## config.mk

```make
export PLATFORM = sky130hd
export DESIGN_NAME = credit_queue_mc_flat
export DESIGN_NICKNAME = d
export VERILOG_FILES = /design/src/rtl/credit_queue_mc_if.sv /design/src/rtl/credit_queue_mc.sv /design/src/flat_wrapper.sv
export SDC_FILE = /design/constraint.sdc
export NUM_CORES = 2
export LEC_CHECK = 0
export ABC_CLOCK_PERIOD_IN_PS = 6250
export CELL_PAD_IN_SITES_DETAIL_PLACEMENT = 1
export CELL_PAD_IN_SITES_GLOBAL_PLACEMENT = 1
export CORE_ASPECT_RATIO = 0.8
export CORE_MARGIN = 2
export CORE_UTILIZATION = 25
export DETAILED_ROUTE_END_ITERATION = 12
export GPL_TIMING_DRIVEN = 0
export PLACE_DENSITY_LB_ADDON = 0.12
export SLEW_MARGIN = 20
export SYNTH_ARGS = -nofsm -noshare
export SYNTH_HDL_FRONTEND = slang
export SYNTH_SLANG_ARGS = --single-unit
```

## constraint.sdc

```tcl
create_clock -name clock -period 6.25 [get_ports clock]
set_input_delay 1.25 -clock clock [delete_from_list [all_inputs] [get_ports clock]]
set_output_delay 1.25 -clock clock [all_outputs]
set_load 0.005 [all_outputs]
```

## src/rtl/credit_queue_mc_if.sv

```systemverilog
// Credit-queue bus interface: incoming credit handshake plus the arbitrated
// output port. The queue itself uses the slave modport; the credit source /
// consumer side uses the master modport.
interface credit_queue_mc_if #(
    parameter int LOG_NCH      = 1,
    parameter int CREDIT_WIDTH = 24,
    parameter int FQID_WIDTH   = 5
);
    localparam int NCH = 1 << LOG_NCH;

    logic                    credit_in_valid;
    logic [CREDIT_WIDTH-1:0] credit_in;
    logic [LOG_NCH-1:0]      credit_in_ch;
    logic [FQID_WIDTH-1:0]   credit_in_nexthop;
    logic                    credit_ack;
    logic [NCH-1:0]          credit_full;
    logic [CREDIT_WIDTH-1:0] credit_out;
    logic [LOG_NCH-1:0]      credit_out_ch;
    logic                    credit_out_valid;
    logic                    credit_dequeue;

    modport master (
        output credit_in_valid, credit_in, credit_in_ch, credit_in_nexthop, credit_dequeue,
        input  credit_ack, credit_full, credit_out, credit_out_ch, credit_out_valid
    );

    modport slave (
        input  credit_in_valid, credit_in, credit_in_ch, credit_in_nexthop, credit_dequeue,
        output credit_ack, credit_full, credit_out, credit_out_ch, credit_out_valid
    );
endinterface

```

## src/rtl/credit_queue_mc.sv

```systemverilog
// Multi-channel credit queue. Incoming credits addressed to this input unit
// are timestamp-shifted by the link latency and stored in one of NCH
// per-channel circular buffers. A single output port releases credits
// round-robin among channels whose head timestamp has matured against
// sim_time (modular, wrap-aware compare).
// Optional build macro: CREDIT_QUEUE_STATS_EN adds a saturating 16-bit
// refused-credit counter on stat_overflow_count (tied to 0 otherwise).
// Assumes CREDIT_WIDTH >= TS_WIDTH and LOG_NCH >= 1.
module credit_queue_mc #(
    parameter int HADDR        = 1,
    parameter int LOG_NCH      = 1,
    parameter int LOG_DEP      = 5,
    parameter int CREDIT_WIDTH = 24,
    parameter int TS_WIDTH     = 16,
    parameter int LAT_WIDTH    = 8,
    parameter int FQID_WIDTH   = 5
) (
    input  logic                 clock,
    input  logic                 reset,
    input  logic                 enable,
    input  logic [TS_WIDTH-1:0]  sim_time,
    input  logic [LAT_WIDTH-1:0] latency,
    credit_queue_mc_if.slave     cq,
    output logic                 is_quiescent,
    output logic                 error,
    output logic [15:0]          stat_overflow_count
);
    localparam int NCH = 1 << LOG_NCH;
    localparam int DEP = 1 << LOG_DEP;
    localparam logic [31:0] HADDR_BITS = 32'(HADDR);
    localparam logic [LOG_DEP:0] DEP_CNT = {1'b1, {LOG_DEP{1'b0}}};

    logic [CREDIT_WIDTH-1:0] mem [NCH][DEP];
    logic [LOG_DEP-1:0]      wr_ptr [NCH];
    logic [LOG_DEP-1:0]      rd_ptr [NCH];
    logic [LOG_DEP:0]        count [NCH];
    logic [LOG_NCH-1:0]      rr_last;

    logic [NCH-1:0]          full_vec;
    logic [NCH-1:0]          mature;
    logic [NCH-1:0]          push_vec;
    logic [NCH-1:0]          pop_vec;
    logic [TS_WIDTH-1:0]     age;
    logic [LOG_NCH-1:0]      sel;
    logic [LOG_NCH-1:0]      idx;
    logic                    found;
    logic                    any_mature;
    logic                    match;
    logic                    ack;
    logic                    refused;
    logic                    do_deq;
    logic                    bad_deq;
    logic [CREDIT_WIDTH-1:0] word_in;

    assign match   = (cq.credit_in_nexthop == HADDR_BITS[FQID_WIDTH-1:0]);
    assign ack     = enable & cq.credit_in_valid & match & ~full_vec[cq.credit_in_ch];
    assign refused = enable & cq.credit_in_valid & match & full_vec[cq.credit_in_ch];
    assign do_deq  = enable & cq.credit_dequeue & any_mature;
    assign bad_deq = enable & cq.credit_dequeue & ~any_mature;

    // Per-channel full flag and head maturity: the head is mature once
    // sim_time - head_ts is non-negative in modular arithmetic.
    always_comb begin
        full_vec = '0;
        mature   = '0;
        age      = '0;
        for (int c = 0; c < NCH; c++) begin
            full_vec[c] = (count[c] == DEP_CNT);
            age         = sim_time - mem[c][rd_ptr[c]][TS_WIDTH-1:0];
            mature[c]   = (count[c] != '0) && !age[TS_WIDTH-1];
        end
    end

    // Round-robin pick: first mature channel strictly after rr_last, with wrap;
    // the last slot scanned is rr_last itself.
    always_comb begin
        sel   = '0;
        found = 1'b0;
        idx   = '0;
        for (int i = 1; i <= NCH; i++) begin
            idx = rr_last + LOG_NCH'(i);
            if (!found && mature[idx]) begin
                sel   = idx;
                found = 1'b1;
            end
        end
        any_mature = found;
    end

    // Incoming word with its timestamp field advanced by the link latency.
    always_comb begin
        word_in                 = cq.credit_in;
        word_in[TS_WIDTH-1:0]   = cq.credit_in[TS_WIDTH-1:0] + TS_WIDTH'(latency);
    end

    // One-hot push/pop strobes per channel.
    always_comb begin
        push_vec = '0;
        pop_vec  = '0;
        if (ack)    push_vec[cq.credit_in_ch] = 1'b1;
        if (do_deq) pop_vec[sel]              = 1'b1;
    end

    // Pointer, occupancy, arbitration and sticky error state.
    always_ff @(posedge clock or negedge reset) begin
        if (!reset) begin
            for (int c = 0; c < NCH; c++) begin
                wr_ptr[c] <= '0;
                rd_ptr[c] <= '0;
                count[c]  <= '0;
            end
            rr_last <= '1;
            error   <= 1'b0;
        end else begin
            for (int c = 0; c < NCH; c++) begin
                if (push_vec[c]) wr_ptr[c] <= wr_ptr[c] + 1'b1;
                if (pop_vec[c])  rd_ptr[c] <= rd_ptr[c] + 1'b1;
                case ({push_vec[c], pop_vec[c]})
                    2'b10:   count[c] <= count[c] + 1'b1;
                    2'b01:   count[c] <= count[c] - 1'b1;
                    default: count[c] <= count[c];
                endcase
            end
            if (do_deq) rr_last <= sel;
            if (refused || bad_deq) error <= 1'b1;
        end
    end

    // Credit storage; contents need no reset since occupancy gates every read.
    always_ff @(posedge clock) begin
        if (ack) mem[cq.credit_in_ch][wr_ptr[cq.credit_in_ch]] <= word_in;
    end

    // All channels empty.
    always_comb begin
        is_quiescent = 1'b1;
        for (int c = 0; c < NCH; c++) begin
            if (count[c] != '0) is_quiescent = 1'b0;
        end
    end

    assign cq.credit_ack       = ack;
    assign cq.credit_full      = full_vec;
    assign cq.credit_out       = mem[sel][rd_ptr[sel]];
    assign cq.credit_out_ch    = sel;
    assign cq.credit_out_valid = any_mature;

`ifdef CREDIT_QUEUE_STATS_EN
    logic [15:0] ovf_cnt;

    // Saturating count of credits refused because their channel was full.
    always_ff @(posedge clock or negedge reset) begin
        if (!reset) begin
            ovf_cnt <= '0;
        end else if (refused && ovf_cnt != 16'hFFFF) begin
            ovf_cnt <= ovf_cnt + 16'd1;
        end
    end

    assign stat_overflow_count = ovf_cnt;
`else
    assign stat_overflow_count = 16'h0000;
`endif
endmodule

```

## src/flat_wrapper.sv

```systemverilog
// flat-port wrapper written by rule: the top's interface ports become plain ports
module credit_queue_mc_flat 
#(
    parameter int HADDR        = 1,
    parameter int LOG_NCH      = 1,
    parameter int LOG_DEP      = 5,
    parameter int CREDIT_WIDTH = 24,
    parameter int TS_WIDTH     = 16,
    parameter int LAT_WIDTH    = 8,
    parameter int FQID_WIDTH   = 5
)
  (clock, reset, enable, sim_time, latency, is_quiescent, error, stat_overflow_count, cq_credit_in_valid, cq_credit_in, cq_credit_in_ch, cq_credit_in_nexthop, cq_credit_dequeue, cq_credit_ack, cq_credit_full, cq_credit_out, cq_credit_out_ch, cq_credit_out_valid);
  credit_queue_mc_if #(.LOG_NCH(LOG_NCH), .CREDIT_WIDTH(CREDIT_WIDTH), .FQID_WIDTH(FQID_WIDTH)) cq_i ();
  input  logic clock;
  input  logic reset;
  input  logic enable;
  input  logic [TS_WIDTH-1:0] sim_time;
  input  logic [LAT_WIDTH-1:0] latency;
  output logic is_quiescent;
  output logic error;
  output logic [15:0] stat_overflow_count;
  input wire logic [$bits(cq_i.credit_in_valid)-1:0] cq_credit_in_valid;
  input wire logic [$bits(cq_i.credit_in)-1:0] cq_credit_in;
  input wire logic [$bits(cq_i.credit_in_ch)-1:0] cq_credit_in_ch;
  input wire logic [$bits(cq_i.credit_in_nexthop)-1:0] cq_credit_in_nexthop;
  input wire logic [$bits(cq_i.credit_dequeue)-1:0] cq_credit_dequeue;
  output wire logic [$bits(cq_i.credit_ack)-1:0] cq_credit_ack;
  output wire logic [$bits(cq_i.credit_full)-1:0] cq_credit_full;
  output wire logic [$bits(cq_i.credit_out)-1:0] cq_credit_out;
  output wire logic [$bits(cq_i.credit_out_ch)-1:0] cq_credit_out_ch;
  output wire logic [$bits(cq_i.credit_out_valid)-1:0] cq_credit_out_valid;
  assign cq_i.credit_in_valid = cq_credit_in_valid;
  assign cq_i.credit_in = cq_credit_in;
  assign cq_i.credit_in_ch = cq_credit_in_ch;
  assign cq_i.credit_in_nexthop = cq_credit_in_nexthop;
  assign cq_i.credit_dequeue = cq_credit_dequeue;
  assign cq_credit_ack = cq_i.credit_ack;
  assign cq_credit_full = cq_i.credit_full;
  assign cq_credit_out = cq_i.credit_out;
  assign cq_credit_out_ch = cq_i.credit_out_ch;
  assign cq_credit_out_valid = cq_i.credit_out_valid;
  credit_queue_mc #(.HADDR(HADDR), .LOG_NCH(LOG_NCH), .LOG_DEP(LOG_DEP), .CREDIT_WIDTH(CREDIT_WIDTH), .TS_WIDTH(TS_WIDTH), .LAT_WIDTH(LAT_WIDTH), .FQID_WIDTH(FQID_WIDTH)) u_core (.clock(clock), .reset(reset), .enable(enable), .sim_time(sim_time), .latency(latency), .cq(cq_i), .is_quiescent(is_quiescent), .error(error), .stat_overflow_count(stat_overflow_count));
endmodule
```

==> impl_metrics.toml <==
[die]
io_pins = 106
core-area_um2 = 250000
start_util_pct = 25.2
die_y_um = 453
die_w_um = 565
die_area_um2 = 256000
rows = 164

[worst_setup_path]
crit_required_ns = 5.00
crit_fanout = 7
worstRegToRegCells = 32
criticalPathCategory = "reg -> out"
arrival_ns = 6.83
startpoint = "u_core.rd_ptr[0]$_DFFE_PN0P_"
startpoint_type = "flip-flop"
r2r_start = "u_core.rd_ptr[0]$_DFFE_PN0P_"
endpoint = "cq_credit_out[6]"
crit_path_end_kind = "output port"
r2r_setup_slack_ns = -0.52
r2r-end = "u_core.count[5]$_DFFE_PN0P_"

[synth]
synth_edf_count = 1536
synth_area_um2 = 63000
postSynthCellCount = 3134
ys.warnings.count = 0
ys_types = 71
synth-main-ff-cell = "edfxtp_1"
seq_area_frac_synth_pct = 74.5
ys_async_sr_fraction_pct = 2.17
ys_seq_elements = 1570
postSynthAreaPerCell_um2 = 20.1

[final_layout]
fin_area_um2 = 80100
final_cells = 7119
final_util_pct = 32.0
drive_above_1_share_pct = 34.2
area_growth_pct = 27.1
finalNetCount = 3762

[clocking]
ctsHoldBuffers = 0
cts_tree = "built"
h-tree-depth = 4
cts_inserted_buffers = 176
clockBufferDepth = 3
clock_sinks = 1570
clkLatencyLatePin_ns = 0.84
clk_pin_slew_ns = 0.06
cts_root_buf = "clkbuf_16"

[sta]
rsz0062_at_grt = "yes"
max_freq_mhz = 124
setup_tns_ns = -44.84
maxSlewHeadroom_pct = 14.8
worst_slack_ns = -1.83
skew_ns = 0.0396
worst_pin_slew_ns = 1.27
drv_slew = 0
period_share_pct = 129
hold_slack_ns = 0.396
setup_viol = 34
hold_violations = 0
fin_crit_ns = 8.08

[detailed_routing]
wl_per_cell_um = 32.1
vias = 33900
first_iter_violations = 3359
final_antenna_net_count = 0
wirelength_mm = 228
drt-vias-per-instance = 4.76
first_pass_iters = 5
drc = 0

[power]
peakVddDrop_v = 0.000427
powerDensity_nw_per_um2 = 485
leakage_nw = 25.4
finalPower_mw = 38.9

[global_routing]
grt_max_degree = 65
grt-ovfl-total = 0
antenna_found_initial = 17
grt_pass1_vias = 34900
grt_usage_pct = 17.8
grt_pass1_wl_mm = 311

[placement]
dp.cells = 6693
hpwl_mm = 158
io_buffers = 89
place_congestion = 0.780
dp_slack_ns = -5.80
placement.cell_area_um2 = 71500

[run_status]
outcome = "finished, violations left"
violations = "setup timing"

[hold_path]
hp-class = "in -> async"

[job]
max_cap_viol_count = 0
[cells in the final DEF (no fill, tap or decap), types with 14 or more instances in the layout]
cell type	synthesis	final
a211oi_1	35	27
a21o_1	14	14
a21oi_1	61	49
buf_12	0	96
buf_16	0	51
buf_2	37	29
buf_4	38	111
buf_6	5	52
buf_8	1	26
clkbuf_1	80	60
clkbuf_16	0	186
clkbuf_2	0	20
clkbuf_4	0	17
clkbuf_8	0	17
clkdlybuf4s50_1	0	54
clkinv_1	0	45
clkinv_2	0	33
conb_1	1	16
dfrtp_1	33	30
edfxtp_1	1536	1536
ha_1	50	34
ha_4	0	14
inv_1	38	33
mux2_2	30	30
mux2i_1	75	51
mux2i_4	0	19
mux4_2	381	381
nand2_1	105	95
nand2b_1	39	32
nand3_1	25	23
nor2_1	150	81
nor2_4	0	67
nor2b_1	40	36
nor3_1	20	19
o21a_1	16	16
o21ai_0	43	32
o22ai_1	55	47
xnor2_1	26	15
[cells by family after synthesis]
| kind of cell | count (synthesis) | synth area share, % |
|---|---|---|
| and+or+nand+nor | 444 | 3.36 |
| AOI/OAI and AO/OA | 317 | 3.38 |
| xor gates and xnor gates | 44 | 0.611 |
| adders and majority gates | 53 | 1.09 |
| DFF | 1570 | 74.5 |
| buffers and inverters | 218 | 1.68 |
| muxes | 487 | 15.4 |
| other | 1 | 0.00595 |
[cell usage after synthesis, types with 3 or more instances]
master    instances  area share, %
nand2b_1         39           0.39
o211ai_1         11           0.13
a21oi_1          61           0.48
o21a_1           16           0.19
or4_1             5          0.060
nor2b_1          40           0.40
nor2_1          150           0.89
buf_2            37           0.29
o311a_1           4          0.064
mux4_2          381             14
nand4_1           7          0.069
a22oi_1          10           0.12
nand2_1         105           0.63
ha_1             50           0.99
buf_4            38           0.45
o22a_1            4          0.056
xnor2_1          26           0.36
xor2_1           18           0.25
a31oi_1          12           0.12
a211oi_1         35           0.42
nor3_1           20           0.16
o21ai_0          43           0.34
nor4_1           13           0.13
o21bai_1          3          0.036
inv_1            38           0.23
a211o_1           9           0.13
clkbuf_1         80           0.48
nand3b_1          4          0.048
and2_1           12           0.12
a311oi_1         19           0.26
buf_6             5          0.089
fa_1              3          0.095
buf_1            19           0.11
o22ai_1          55           0.55
dfrtp_1          33            1.3
edfxtp_1       1536             73
a21o_1           14           0.17
or3_1             7          0.069
and3_1            4          0.040
nand3_1          25           0.20
or2_2             3          0.030
mux2_2           30           0.54
mux2i_1          75            1.2
[critical path, stage by stage, from the launching register on]
cell and delay (ns):
dfrtp_1 0.42, buf_12 0.15, buf_12 0.13, buf_12 0.14, buf_16 0.14, buf_4 0.13, buf_4 0.13, mux4_2 0.42
mux4_2 0.48, nor2b_2 0.18, o22ai_4 0.24, ha_4 0.26, nand2_2 0.08, nor3_2 0.05, a221oi_2 0.25, buf_4 0.17
nand3_2 0.06, o211ai_1 0.68, xnor2_2 0.23, a311oi_4 0.48, buf_4 0.21, buf_12 0.15, buf_16 0.16, mux2i_4 0.42
buf_2 0.19
[per-layer routing]
metal / global-route usage [%] / share of wire [%] / vias to the layer above
met3: 3.17 / 5.5 / 215
met2: 26.2 / 44 / 975
met5: 0 / 0.0057 / -
met1: 27.3 / 49 / 18700
met4: 3.60 / 1.7 / 2
li1: - / - / 14000
[registers in the layout, summed over array words and instances (netlist names)]
signal / count
u_core.count: 12
u_core.error: 1
u_core.mem: 1536
u_core.rd_ptr: 10
u_core.rr_last: 1
u_core.wr_ptr: 10
[power by group]
group / internal [mW] / leakage (nW) / switching (mW) / total, mW
Clock: 5.61 / 2.66 / 4.40 / 10.0
Sequential: 11.8 / 14.2 / 0.0751 / 11.9
Combinational: 7.74 / 8.53 / 9.27 / 17.0
[cell type report]
class                           count  area (um2)
Inverter                           38         150
Clock buffer                      224        4710
Timing Repair Buffer              328        4530
Clock inverter                     97         711
Buffer                            175        2010
Fill cell                       24800      170000
Multi-Input combinational cell   1361       16800
Antenna cell                        6        15.0
Sequential cell                  1570       47000
Tap cell                         3320        4150
[how the worst min path moves through the flow]
stage / from / to / slack [ns] / cells after the start
floorplan: u_core.count[11]$_DFFE_PN0P_ / u_core.count[11]$_DFFE_PN0P_ / 0.45 / 1
global placement: u_core.count[11]$_DFFE_PN0P_ / u_core.count[11]$_DFFE_PN0P_ / 0.48 / 1
detailed placement: u_core.count[11]$_DFFE_PN0P_ / u_core.count[11]$_DFFE_PN0P_ / 0.47 / 1
CTS: reset / u_core.count[9]$_DFFE_PN0P_ / 0.36 / 1
global route: reset / u_core.count[9]$_DFFE_PN0P_ / 0.40 / 1
finish: reset / u_core.count[9]$_DFFE_PN0P_ / 0.40 / 1
[timing repair]
action                     4_1_cts  5_1_grt
resized for setup              592       76
hold endpoints to repair         0        0
pin swaps                       41       35
cloned                           3        1
buffers inserted                74       29
setup endpoints to repair       50       35
No activity file was read; power rests on OpenSTA's default activity.
